===== src/rtl/sp_ram_master_if.sv =====
// Request/response bundle between an initiator (LSU/interconnect) and sp_ram_master.
// The slave modport is the controller's view; the master modport is the core's view.
interface sp_ram_master_if #(
  parameter int NB_COL    = 4,
  parameter int COL_WIDTH = 8,
  parameter int AW        = 14
);
  logic                        req_i;
  logic                        we_i;
  logic [NB_COL-1:0]           be_i;
  logic [AW+1:0]               addr_i;
  logic [NB_COL*COL_WIDTH-1:0] wdata_i;
  logic                        gnt_o;
  logic                        rvalid_o;
  logic                        rready_i;
  logic [NB_COL*COL_WIDTH-1:0] rdata_o;
  logic                        err_o;

  modport slave (
    input  req_i, we_i, be_i, addr_i, wdata_i, rready_i,
    output gnt_o, rvalid_o, rdata_o, err_o
  );

  modport master (
    output req_i, we_i, be_i, addr_i, wdata_i, rready_i,
    input  gnt_o, rvalid_o, rdata_o, err_o
  );
endinterface


===== src/rtl/sp_ram_master.sv =====
// Port controller turning req/gnt/rvalid requests into single-port RAM cycles with a
// credit-limited response FIFO. Define SP_RAM_MASTER_ERR_EN to enable address error checking.
module sp_ram_master #(
  parameter int NB_COL       = 4,
  parameter int COL_WIDTH    = 8,
  parameter int RAM_DEPTH    = 16384,
  parameter int AW           = 14,
  parameter int READ_LATENCY = 1,
  parameter int RSP_DEPTH    = READ_LATENCY + 1
) (
  input  logic                        clka,
  input  logic                        rsta,
  sp_ram_master_if.slave              bus,
  output logic [AW-1:0]               addra,
  output logic [NB_COL*COL_WIDTH-1:0] dina,
  output logic [NB_COL-1:0]           wea,
  output logic                        ena,
  output logic                        regcea,
  output logic                        rsta_ram,
  input  logic [NB_COL*COL_WIDTH-1:0] douta
);

  localparam int DW = NB_COL * COL_WIDTH;
  localparam int PW = (RSP_DEPTH > 1) ? $clog2(RSP_DEPTH) : 1;
  localparam int CW = $clog2(RSP_DEPTH + 1);
  localparam int OW = CW + 1;

  function automatic logic [PW-1:0] ptr_inc(input logic [PW-1:0] p);
    if (p == PW'(RSP_DEPTH - 1)) begin
      return '0;
    end else begin
      return p + PW'(1);
    end
  endfunction

  logic [READ_LATENCY-1:0] pipe_vld_q, pipe_vld_d;
  logic [READ_LATENCY-1:0] pipe_wr_q, pipe_wr_d;
  logic [READ_LATENCY-1:0] pipe_err_q, pipe_err_d;

  logic [DW-1:0]        fifo_data_q [RSP_DEPTH];
  logic [DW-1:0]        fifo_data_d [RSP_DEPTH];
  logic [RSP_DEPTH-1:0] fifo_err_q, fifo_err_d;
  logic [PW-1:0]        wr_ptr_q, wr_ptr_d;
  logic [PW-1:0]        rd_ptr_q, rd_ptr_d;
  logic [CW-1:0]        fifo_cnt_q, fifo_cnt_d;

  logic          req_err_s;
  logic [OW-1:0] inflight_s;
  logic [OW-1:0] occ_s;
  logic          fifo_empty_s;
  logic          out_vld_s;
  logic [DW-1:0] out_data_s;
  logic          rvalid_s;
  logic [DW-1:0] rdata_s;
  logic          err_s;
  logic          pop_s;
  logic          fifo_pop_s;
  logic          push_s;
  logic          gnt_s;

`ifdef SP_RAM_MASTER_ERR_EN
  assign req_err_s = (bus.addr_i[1:0] != 2'b00) ||
                     (32'(bus.addr_i[AW+1:2]) >= 32'(RAM_DEPTH));
`else
  logic unused_addr_lsb_s;
  assign unused_addr_lsb_s = ^bus.addr_i[1:0];
  assign req_err_s         = 1'b0;
`endif

  // Credit accounting covers both in-flight RAM reads and buffered responses.
  always_comb begin
    inflight_s = '0;
    for (int i = 0; i < READ_LATENCY; i++) begin
      inflight_s = inflight_s + OW'(pipe_vld_q[i]);
    end
    occ_s = OW'(fifo_cnt_q) + inflight_s;
  end

  assign fifo_empty_s = (fifo_cnt_q == '0);
  assign out_vld_s    = pipe_vld_q[READ_LATENCY-1];
  assign out_data_s   = (pipe_wr_q[READ_LATENCY-1] || pipe_err_q[READ_LATENCY-1]) ? '0 : douta;

  // Response head: FIFO first, otherwise the pipeline output bypasses an empty FIFO.
  always_comb begin
    rvalid_s = 1'b0;
    rdata_s  = '0;
    err_s    = 1'b0;
    if (rsta) begin
      rvalid_s = 1'b0;
    end else if (!fifo_empty_s) begin
      rvalid_s = 1'b1;
      rdata_s  = fifo_data_q[rd_ptr_q];
      err_s    = fifo_err_q[rd_ptr_q];
    end else if (out_vld_s) begin
      rvalid_s = 1'b1;
      rdata_s  = out_data_s;
      err_s    = pipe_err_q[READ_LATENCY-1];
    end else begin
      rvalid_s = 1'b0;
    end
  end

  assign pop_s      = rvalid_s && bus.rready_i;
  assign fifo_pop_s = pop_s && !fifo_empty_s;
  assign push_s     = out_vld_s && !(fifo_empty_s && pop_s);
  assign gnt_s      = bus.req_i && !rsta && ((occ_s < OW'(RSP_DEPTH)) || pop_s);

  assign bus.gnt_o    = gnt_s;
  assign bus.rvalid_o = rvalid_s;
  assign bus.rdata_o  = rdata_s;
`ifdef SP_RAM_MASTER_ERR_EN
  assign bus.err_o    = err_s;
`else
  assign bus.err_o    = 1'b0;
`endif

  // RAM drive; erroneous requests are granted but never touch the array.
  always_comb begin
    ena = gnt_s && !req_err_s;
    if (ena && bus.we_i) begin
      wea = bus.be_i;
    end else begin
      wea = '0;
    end
  end

  assign addra    = bus.addr_i[AW+1:2];
  assign dina     = bus.wdata_i;
  assign regcea   = 1'b1;
  assign rsta_ram = rsta;

  // In-flight shift register, one stage per cycle of RAM read latency.
  always_comb begin
    pipe_vld_d    = pipe_vld_q;
    pipe_wr_d     = pipe_wr_q;
    pipe_err_d    = pipe_err_q;
    pipe_vld_d[0] = gnt_s;
    pipe_wr_d[0]  = bus.we_i;
    pipe_err_d[0] = req_err_s;
    for (int i = 1; i < READ_LATENCY; i++) begin
      pipe_vld_d[i] = pipe_vld_q[i-1];
      pipe_wr_d[i]  = pipe_wr_q[i-1];
      pipe_err_d[i] = pipe_err_q[i-1];
    end
  end

  // Response FIFO next-state.
  always_comb begin
    fifo_data_d = fifo_data_q;
    fifo_err_d  = fifo_err_q;
    wr_ptr_d    = wr_ptr_q;
    rd_ptr_d    = rd_ptr_q;
    fifo_cnt_d  = fifo_cnt_q;
    if (push_s) begin
      fifo_data_d[wr_ptr_q] = out_data_s;
      fifo_err_d[wr_ptr_q]  = pipe_err_q[READ_LATENCY-1];
      wr_ptr_d              = ptr_inc(wr_ptr_q);
    end else begin
      wr_ptr_d = wr_ptr_q;
    end
    if (fifo_pop_s) begin
      rd_ptr_d = ptr_inc(rd_ptr_q);
    end else begin
      rd_ptr_d = rd_ptr_q;
    end
    case ({push_s, fifo_pop_s})
      2'b10:   fifo_cnt_d = fifo_cnt_q + CW'(1);
      2'b01:   fifo_cnt_d = fifo_cnt_q - CW'(1);
      default: fifo_cnt_d = fifo_cnt_q;
    endcase
  end

  // State registers; reset drops everything in flight or buffered.
  always_ff @(posedge clka) begin
    if (rsta) begin
      pipe_vld_q <= '0;
      pipe_wr_q  <= '0;
      pipe_err_q <= '0;
      fifo_err_q <= '0;
      wr_ptr_q   <= '0;
      rd_ptr_q   <= '0;
      fifo_cnt_q <= '0;
      for (int i = 0; i < RSP_DEPTH; i++) begin
        fifo_data_q[i] <= '0;
      end
    end else begin
      pipe_vld_q  <= pipe_vld_d;
      pipe_wr_q   <= pipe_wr_d;
      pipe_err_q  <= pipe_err_d;
      fifo_err_q  <= fifo_err_d;
      wr_ptr_q    <= wr_ptr_d;
      rd_ptr_q    <= rd_ptr_d;
      fifo_cnt_q  <= fifo_cnt_d;
      fifo_data_q <= fifo_data_d;
    end
  end

endmodule


===== src/flat_wrapper.sv =====
// flat-port wrapper written by rule: the top's interface ports become plain ports
module sp_ram_master_flat 
#(
  parameter int NB_COL       = 4,
  parameter int COL_WIDTH    = 8,
  parameter int RAM_DEPTH    = 16384,
  parameter int AW           = 14,
  parameter int READ_LATENCY = 1,
  parameter int RSP_DEPTH    = READ_LATENCY + 1
)
  (clka, rsta, addra, dina, wea, ena, regcea, rsta_ram, douta, bus_req_i, bus_we_i, bus_be_i, bus_addr_i, bus_wdata_i, bus_rready_i, bus_gnt_o, bus_rvalid_o, bus_rdata_o, bus_err_o);
  sp_ram_master_if #(.NB_COL(NB_COL), .COL_WIDTH(COL_WIDTH), .AW(AW)) bus_i ();
  input  logic clka;
  input  logic rsta;
  output logic [AW-1:0] addra;
  output logic [NB_COL*COL_WIDTH-1:0] dina;
  output logic [NB_COL-1:0] wea;
  output logic ena;
  output logic regcea;
  output logic rsta_ram;
  input  logic [NB_COL*COL_WIDTH-1:0] douta;
  input wire logic [$bits(bus_i.req_i)-1:0] bus_req_i;
  input wire logic [$bits(bus_i.we_i)-1:0] bus_we_i;
  input wire logic [$bits(bus_i.be_i)-1:0] bus_be_i;
  input wire logic [$bits(bus_i.addr_i)-1:0] bus_addr_i;
  input wire logic [$bits(bus_i.wdata_i)-1:0] bus_wdata_i;
  input wire logic [$bits(bus_i.rready_i)-1:0] bus_rready_i;
  output wire logic [$bits(bus_i.gnt_o)-1:0] bus_gnt_o;
  output wire logic [$bits(bus_i.rvalid_o)-1:0] bus_rvalid_o;
  output wire logic [$bits(bus_i.rdata_o)-1:0] bus_rdata_o;
  output wire logic [$bits(bus_i.err_o)-1:0] bus_err_o;
  assign bus_i.req_i = bus_req_i;
  assign bus_i.we_i = bus_we_i;
  assign bus_i.be_i = bus_be_i;
  assign bus_i.addr_i = bus_addr_i;
  assign bus_i.wdata_i = bus_wdata_i;
  assign bus_i.rready_i = bus_rready_i;
  assign bus_gnt_o = bus_i.gnt_o;
  assign bus_rvalid_o = bus_i.rvalid_o;
  assign bus_rdata_o = bus_i.rdata_o;
  assign bus_err_o = bus_i.err_o;
  sp_ram_master #(.NB_COL(NB_COL), .COL_WIDTH(COL_WIDTH), .RAM_DEPTH(RAM_DEPTH), .AW(AW), .READ_LATENCY(READ_LATENCY), .RSP_DEPTH(RSP_DEPTH)) u_core (.clka(clka), .rsta(rsta), .bus(bus_i), .addra(addra), .dina(dina), .wea(wea), .ena(ena), .regcea(regcea), .rsta_ram(rsta_ram), .douta(douta));
endmodule

===== config.mk =====
export PLATFORM = sky130hd
export DESIGN_NAME = sp_ram_master_flat
export DESIGN_NICKNAME = d
export VERILOG_FILES = /design/src/rtl/sp_ram_master_if.sv /design/src/rtl/sp_ram_master.sv /design/src/flat_wrapper.sv
export SDC_FILE = /design/constraint.sdc
export NUM_CORES = 1
export LEC_CHECK = 0
export CORE_UTILIZATION = 60
export DETAILED_ROUTE_END_ITERATION = 12
export DONT_BUFFER_PORTS = 1
export PLACE_DENSITY = 0.74
export SETUP_SLACK_MARGIN = 0.05
export SYNTH_ARGS = -nofsm -noshare
export SYNTH_HDL_FRONTEND = slang
export SYNTH_SLANG_ARGS = --single-unit

===== constraint.sdc =====
create_clock -name clka -period 3.9 [get_ports clka]
set_input_delay 0.585 -clock clka [delete_from_list [all_inputs] [get_ports clka]]
set_output_delay 0.585 -clock clka [all_outputs]
set_load 0.01 [all_outputs]

==> run_results.csv, run 1 <==
group,metric,value,unit
die,rows,29,
global_route,grt_pass1_wl,13100,um
detailed_routing,drtPass1Iterations,4,
synthesis,synth_edf_count,0,
power,cellLeakagePower,1.76,nW
global_route,grt_usage,23.3,%
synthesis,yosys.area.top_type_share,34.9,%
sta,slew_violations,0,
synthesis,synthTopCellsByCount,"70 x dfxtp_1, 66 x nand2_1, 64 x mux2i_1, 50 x buf_4, 37 x nor2_1",
sta,hold_viol_final,0,
die,design.die.area,7020,um2
worst_setup_path,cp_data_required_time,3.31,ns
finish,num-nets-final,472,
worst_setup_path,cp.arrival,2.35,ns
die,io_pins,177,
worst_setup_path,crit_path_end_kind,"output pin",
synthesis,yosysUniqueCellTypes,32,
place,port_buffers,0,
clock_tree,cts_buffers,9,
clock_tree,holdBufCountCts,0,
die,chipWidth,83.8,um
global_route,overflow,0,
clock_tree,clockBufferDepth,2,
synthesis,synth-seq-area-share,34.9,%
detailed_routing,drc,0,
synthesis,synth_seq_cells,70,
detailed_routing,post_drt_wl_per_cell,17.2,um
sta,fin_crit_sh,75.4,%
worst_setup_path,critPathMaxFanout,17,
synthesis,synthCells,450,
worst_setup_path,critPathSlowestCell,"nor4b_4",
power,finalPower,1.56,mW
die,initial_core_util,62.9,%
die,dieHeight,83.8,um
power,peakVddDrop,0.000290,V
worst_setup_path,start_kind,"flip-flop",
flow_run,maxCapViolCount,0,
sta,setup_viol,0,
clock_tree,post_cts_resize_count,0,
status,status,"completed",
sta,clock_skew,0.00783,ns
synthesis,synth_flop_cell,"dfxtp_1",
synthesis,syn_avg_cell_area,8.92,um2
sta,fin_crit,2.94,ns
detailed_routing,ant_nets,0,
finish,syn2layout_area_growth,-6.33,%
finish,drive_gt1_share,15.5,%
power,power_density,415,nW/um2
detailed_routing,vias,2847,
finish,diodes,0,
place,dpl.hpwl,5090,um
sta,max_slew_margin,35.8,%
synthesis,syn_nets,540,
clock_tree,post_cts_buffers,0,
sta,fin_tns_setup,0,ns
global_route,grt_start_max_net_pins,56,
synthesis,synthArstFlopShare,0,%
synthesis,synth_area,4010,um2
clock_tree,cts-htree-levels,3,
detailed_routing,post_drt_via_cell_ratio,6.14,
clock_tree,cts.sinks,70,
global_route,grt_pass1_vias,2769,
clock_tree,clkSlewWorstSetupHoldPaths,0.07,ns
worst_setup_path,worstSetupPathType,"reg2out",
synthesis,synth_top_cell_by_area,"dfxtp_1",
clock_tree,root_buffer,"clkbuf_8",
detailed_routing,drt_wl_total,7970,um
global_route,antenna_found_initial,0,
sta,clock.fmax,340,MHz
worst_setup_path,cp_cell_sequence,"nor4b_4 > buf_4 > a22oi_1 > nor2_1",
clock_tree,cts_tree,"yes",
synthesis,yosys_warnings,0,
synthesis,netlist_top_cells_area,"dfxtp_1 35%, mux2i_1 16%, buf_4 9.4%, mux2_2 9.3%, nand2_1 6.2%",
hold_path,hold_path_class,"in2reg",
detailed_routing,drt-initial-drc-count,135,
sta,worst_pin_slew,0.962,ns
place,gp_congestion,0.770,
die,core-area,6390,um2
clock_tree,clk_latency,0.35,ns
sta,rsz0062_at_grt,"no",
synthesis,post-synth-top-count-cell,"dfxtp_1",
worst_setup_path,cpPeakStageDelay,0.79,ns
-- power by group --
group	leakage (nW)	switching (mW)	internal (mW)	total, mW
logic	1.10	0.145	0.0949	0.239
registers	0.567	0.0253	0.741	0.767
clock network	0.0904	0.261	0.294	0.555
total	1.76	0.431	1.13	1.56
-- placed cells by master, fill, tap and decap left out, drive strengths merged --
cell type and count:
dfxtp 70, nand2 66, mux2i 64, nor2 37, mux2 33, nand3 33, a22oi 31, clkbuf 12
buf 8, and3 5, a21oi 3, o211a 2, o21ai 2, xor2 2, nor2b 2, conb 2
clkinv 2, inv 2, or2 1, nor4b 1, nand4 1, or4b 1, xnor2 1, or3 1
a21boi 1, nand3b 1, ha 1, clkinvlp 1, bufinv 1
-- routing by layer --
layer / part of all wire [%] / up-vias / GRT usage, % / wire length [um]
li1: - / 1356 / - / -
met1: 44 / 1368 / 28.5 / 3490
met2: 48 / 103 / 38.1 / 3810
met3: 6.5 / 20 / 6.23 / 519
met4: 1.9 / 0 / 10.8 / 150
met5: 0 / - / 0 / 0
-- critical path: cells and delay by family, from the launching register on --
family          cells  cell delay, ns
simple gates        2            1.01
buf+inv             1            0.37
compound gates      1            0.12
flops               1            0.50
-- metrics by stage --
step	worst slack, ns	hold WS, ns	instance area, um2	instances	util [%]
final	0.961	0.302	3760	464	58.9
after floorplan	1.69	0.435	4010	450	-
after global routing	0.756	0.298	3760	464	58.9
after global placement	1.33	0.442	3580	448	56.0
after detailed placement	1.30	0.452	3580	448	56.0
after CTS	0.918	0.293	3760	464	58.9
-- sequential cells by signal, summed over array words and instances, names as in the netlist --
| signal | cells |
|---|---|
| u_core.fifo_data_q | 64 |
| u_core.fifo_cnt_q | 2 |
| u_core.out_vld_s | 1 |
| u_core.pipe_wr_q | 1 |
| u_core.rd_ptr_q | 1 |
| u_core.wr_ptr_q | 1 |
-- cell families after synthesis --
family / share of synthesized area, %
AND/OR/NAND/NOR: 16.4
multiplexers: 25.2
AO/OA/AOI/OAI: 7.11
other: 0.187
buffers and inverters: 15.2
XOR/XNOR: 0.655
flip-flops: 34.9
adder cells (fa/ha/maj): 0.312
-- layout make-up --
type	instances	area, um2
Fill cell	559	2630
Multi-Input combinational cell	291	2010
Clock buffer	12	135
Clock inverter	4	47.5
Sequential cell	70	1400
Tap cell	77	96.3
Inverter	2	7.51
Timing Repair Buffer	8	60.1
-- path summary, 6_finish.rpt --
kind                          from               endpoint  slack, ns  cells after the start
min reg2reg  u_core.fifo_data_q[1]  u_core.fifo_data_q[1]       0.46                      2
min                           rsta        u_core.rd_ptr_q       0.30                      1
max               u_core.out_vld_s         bus_rdata_o[2]       0.96                      4
max reg2reg   u_core.fifo_cnt_q[0]   u_core.fifo_cnt_q[1]       1.60                      5
No activity file was read; power rests on OpenSTA's default activity.
==> inputs of run 2 (changes only) <==
clock period = 2.9 ns   (was 3.9 ns; I/O delays follow)
==> run 2 against run 1 <==
- clock power is 40% higher
- flip-flop and latch count unchanged
- via count about the same
- worst setup slack got worse by 0.41 ns
- register-to-register slack got worse by 0.66 ns
- core utilization rose by 0.80 points
- clock-buffer cell count shrank 2
- non-clock buffer count grew 3
- critical endpoint is now bus_rdata_o[13]
==> run_results.csv, run 2 (synthesized netlist as in run 1, its figures left out) <==
group,metric,value,unit
finish,top_regs,"u_core.fifo_data_q: 64 flops, u_core.fifo_cnt_q: 2 flops",
global_route,grt_usage,23.1,%
global_route,grt_pass1_wl,13200,um
finish,diodes,0,
sta,clock.fmax,426,MHz
die,rows,29,
worst_setup_path,cp_cell_sequence,"or2_2 > buf_4 > nand2_1 > a21oi_1",
detailed_routing,drtPass1Iterations,4,
status,status,"completed",
power,p_clk_share,36.4,%
clock_tree,holdBufCountCts,0,
finish,finish.utilization,59.7,%
power,seqPwrFrac,47.9,%
sta,clock_skew,0.00761,ns
power,netSwitchingFraction,27.7,%
finish,syn2layout_area_growth,-5.05,%
finish,largest_reg_flops,64,
detailed_routing,m1WireLength,3490,um
sta,fin_crit_sh,80.9,%
clock_tree,cts-htree-levels,3,
finish,layout_common_cells,"70 x dfxtp_1, 66 x nand2_1, 64 x mux2i_1",
die,core-area,6390,um2
clock_tree,post_cts_resize_count,0,
sta,worst_pin_slew,0.587,ns
worst_setup_path,cp.arrival,1.91,ns
finish,drive_gt1_share,16.9,%
power,intPower,1.55,mW
place,dpl.hpwl,5200,um
detailed_routing,drt-initial-drc-count,110,
worst_setup_path,crit_path_end_kind,"output pin",
global_route,grt_start_max_net_pins,53,
detailed_routing,ant_nets,0,
global_route,grt_pass1_vias,2870,
worst_setup_path,worst_r2r_path_depth,4,
detailed_routing,post_drt_via_cell_ratio,6.10,
die,chipWidth,83.8,um
clock_tree,clockBufferDepth,2,
power,power_density,561,nW/um2
detailed_routing,highest_layer,"met4",
detailed_routing,drt_wl_total,8020,um
clock_tree,post_cts_buffers,0,
sta,rsz0062_at_grt,"no",
die,initial_core_util,62.9,%
clock_tree,clk_latency,0.34,ns
place,port_buffers,0,
worst_setup_path,start_kind,"flip-flop",
detailed_routing,post_drt_wl_per_cell,17.2,um
sta,slew_violations,0,
detailed_routing,wl_met3,586,um
global_route,antenna_found_initial,0,
sta,fin_crit,2.35,ns
clock_tree,cts.sinks,70,
clock_tree,cts_tree,"yes",
die,design.die.area,7020,um2
place,gp_congestion,0.749,
clock_tree,cts_buffers,9,
detailed_routing,wl_met2,3850,um
hold_path,hold_path_class,"in2reg",
place,dp_slack,0.913,ns
sta,hold_viol_final,0,
die,io_pins,177,
worst_setup_path,cp_data_required_time,2.47,ns
clock_tree,clkSlewWorstSetupHoldPaths,0.07,ns
finish,fill_cells,550,
worst_setup_path,critPathMaxFanout,25,
power,p_switching,0.591,mW
global_route,overflow,0,
flow_run,maxCapViolCount,0,
finish,layout_commonest_cell,"dfxtp_1",
power,cellLeakagePower,1.79,nW
worst_setup_path,critPathSlowestCell,"dfxtp_1",
sta,setup_ws,0.553,ns
power,combPwrFrac,15.7,%
detailed_routing,vias,2849,
clock_tree,root_buffer,"clkbuf_8",
hold_path,hold_depth,1,
finish,top_register,"u_core.fifo_data_q",
sta,fin_tns_setup,0,ns
worst_setup_path,worstSetupPathType,"reg2out",
sta,max_slew_margin,60.8,%
sta,setup_viol,0,
detailed_routing,drc,0,
finish,num-nets-final,475,
die,dieHeight,83.8,um
worst_setup_path,cpPeakStageDelay,0.52,ns
power,peakVddDrop,0.000294,V
==> run 2: changes by cell type in the layout (fill, tap and decap cells not counted), sizes merged <==
cell / delta
clkinv: +2
clkbuf: -2
buf: +3
==> run 2: worst paths after layout <==
path | end | slack, ns | startpoint
max reg2reg | u_core.fifo_data_q[1] | 0.94 | u_core.fifo_cnt_q[0]
min | u_core.pipe_wr_q | 0.16 | rsta
max | bus_rdata_o[13] | 0.55 | u_core.fifo_cnt_q[0]
min reg2reg | u_core.fifo_data_q[35] | 0.46 | u_core.fifo_data_q[35]
==> run 2: cell type report <==
cell class	instances	area [um2]	area share, %
flip-flops and latches	70	1400	36.8
multi-input cells	291	2010	52.8
clock inverters	6	61.3	1.61
well taps	77	96.3	2.53
inverters	2	7.51	0.197
repair buffers	11	95.1	2.50
clock buffers	10	138	3.61
==> run 2: through the flow <==
step	std cells	total power, mW	hold slack (ns)	area [um2]
after floorplan	450	1.40	0.435	4010
after global placement	451	1.37	0.441	3610
after detailed placement	451	1.38	0.450	3610
after CTS	467	2.16	0.144	3810
after global routing	467	2.23	0.135	3810
final	467	2.14	0.159	3810
==> run 2: layer usage <==
layer | GRT usage [%] | vias up
met1 | 27.8 | 1364
met4 | 7.86 | 0
met5 | 0 | -
met3 | 7.91 | 18
met2 | 38.4 | 103
li1 | - | 1364
==> run 2: worst max-delay path, delay by kind of cell, from the launching register on <==
family / cells / cell delay, ns
AO/OA/AOI/OAI: 1 / 0.31
flip-flops: 1 / 0.52
AND/OR/NAND/NOR: 2 / 0.40
buffers and inverters: 1 / 0.35
==> run 2: power groups by stage <==
stage,Combinational (mW),Sequential [mW],Clock [mW]
after floorplan,0.373,1.03,0
after global placement,0.330,1.04,0
after detailed placement,0.336,1.05,0
after CTS,0.337,1.02,0.799
after global routing,0.364,1.03,0.839
final,0.336,1.02,0.779
==> inputs of run 3 (changes only) <==
clock period = 2.4 ns   (was 2.9 ns; I/O delays follow)
==> run 3 against run 2 <==
- first-iteration DRC count increased by 51%
- via count stayed put
- critical endpoint unchanged
- final cell count grew 0.43%
- clock-buffer cell count is 2 higher
- highest routed layer unchanged
- non-clock buffer count up 3
- largest power group unchanged
- worst hold slack got worse by 0.081 ns
- largest cell class unchanged
==> run_results.csv, run 3 (synthesized netlist as in run 1, its figures left out) <==
group,metric,value,unit
clock_tree,cts_buffers,9,
die,initial_core_util,62.9,%
status,status,"completed",
sta,clock_skew,0.00514,ns
worst_setup_path,start_kind,"flip-flop",
clock_tree,clkSlewWorstSetupHoldPaths,0.07,ns
global_route,overflow,0,
clock_tree,cts_tree,"yes",
hold_path,hold_path_class,"in2reg",
sta,fin_crit,2.19,ns
worst_setup_path,crit_path_end_kind,"output pin",
global_route,grt_pass1_vias,2765,
worst_setup_path,cp.arrival,1.83,ns
detailed_routing,ant_nets,0,
finish,finish.utilization,60.4,%
global_route,antenna_found_initial,0,
power,power_density,689,nW/um2
finish,num-nets-final,478,
worst_setup_path,critPathMaxFanout,26,
finish,diodes,0,
sta,fin_crit_sh,91.3,%
power,cellLeakagePower,1.81,nW
worst_setup_path,cp_data_required_time,2.04,ns
finish,layout_common_cells,"70 x dfxtp_1, 66 x nand2_1, 64 x mux2i_1",
die,io_pins,177,
sta,slew_violations,0,
die,design.die.area,7020,um2
clock_tree,cts.sinks,70,
detailed_routing,drt_wl_total,8070,um
place,port_buffers,0,
finish,drive_gt1_share,17.3,%
power,peakVddDrop,0.000445,V
place,dpl.hpwl,5190,um
die,rows,29,
sta,fin_tns_setup,0,ns
flow_run,maxCapViolCount,0,
sta,clock.fmax,456,MHz
die,dieHeight,83.8,um
finish,syn2layout_area_growth,-3.87,%
clock_tree,clk_latency,0.35,ns
detailed_routing,post_drt_wl_per_cell,17.2,um
clock_tree,clockBufferDepth,2,
global_route,grt_start_max_net_pins,79,
worst_setup_path,worstSetupPathType,"reg2out",
finish,largest_reg_flops,64,
die,chipWidth,83.8,um
finish,fill_cells,570,
finish,layout_commonest_cell,"dfxtp_1",
die,core-area,6390,um2
place,gp_congestion,0.729,
detailed_routing,drt-initial-drc-count,166,
clock_tree,cts-htree-levels,3,
detailed_routing,drc,0,
place,place_area,3650,um2
finish,top_regs,"u_core.fifo_data_q: 64 flops, u_core.fifo_cnt_q: 2 flops",
detailed_routing,vias,2849,
global_route,grt_usage,23.6,%
sta,hold_viol_final,0,
global_route,grt_pass1_wl,13400,um
detailed_routing,post_drt_via_cell_ratio,6.07,
finish,top_register,"u_core.fifo_data_q",
sta,setup_viol,0,
finish,fin_area,3860,um2
clock_tree,root_buffer,"clkbuf_8",
detailed_routing,drtPass1Iterations,5,
sta,rsz0062_at_grt,"no",
[run 3: cell types whose count changed in the layout (fill, tap and decap cells not counted), sizes merged]
| cell | previous run | this run |
|---|---|---|
| clkbuf | 10 | 12 |
| clkinv | 4 | 1 |
| buf | 11 | 14 |
[run 3: final cells by class]
cell class                 instances  area (um2)  area share (%)
multi-input combinational        291        2010            52.1
sequential                        70        1400            36.3
clock buffer                      12         165            4.28
timing repair buffer              14         134            3.47
tap                               77        96.3            2.50
clock inverter                     3        42.5            1.10
inverter                           2        7.51           0.195
[run 3: what timing repair did]
| action | 4_1_cts | 5_1_grt |
|---|---|---|
| setup endpoints to repair | 0 | 1 |
| gates resized for setup | 0 | 1 |
| hold buffers | 0 | 0 |
| setup buffers | 0 | 0 |
| hold endpoints to repair | 0 | 0 |
[run 3: metal layers]
metal	track usage (%)	wire length [um]	part of all wire, %
met3	8.41	672	8.3
met4	7.55	72	0.89
met1	28.8	3510	44
met5	0	0	0
met2	38.7	3810	47
[run 3: stage by stage]
stage	setup WS, ns	cells	hold WS, ns	total power [mW]
final	0.208	469	0.0783	2.66
after detailed placement	0.468	454	0.437	1.68
after floorplan	0.417	450	0.435	1.70
after global routing	0.0601	469	0.0577	2.77
after CTS	0.113	469	0.0648	2.67
after global placement	0.497	454	0.436	1.67
[run 3: worst paths after layout]
path	end	start	cells after the start	slack (ns)
worst max-delay path	bus_rdata_o[13]	u_core.fifo_cnt_q[0]	4	0.21
worst min-delay path	u_core.fifo_cnt_q[1]	rsta	1	0.08
worst max register to register	u_core.fifo_cnt_q[1]	u_core.fifo_cnt_q[0]	5	0.46
worst min register to register	u_core.fifo_data_q[39]	u_core.fifo_data_q[39]	2	0.46
[run 3: power breakdown]
group	switching (mW)	total (mW)	internal, mW	leakage (nW)
clock network	0.444	1.00	0.558	0.104
registers	0.0381	1.24	1.20	0.567
logic	0.240	0.413	0.173	1.14
total	0.722	2.66	1.94	1.81
[run 3: worst max-delay path, stage by stage (launching register included)]
cell	delay, ns
dfxtp_1	0.52
or2_2	0.30
buf_6	0.27
nand2_1	0.08
a21oi_1	0.31
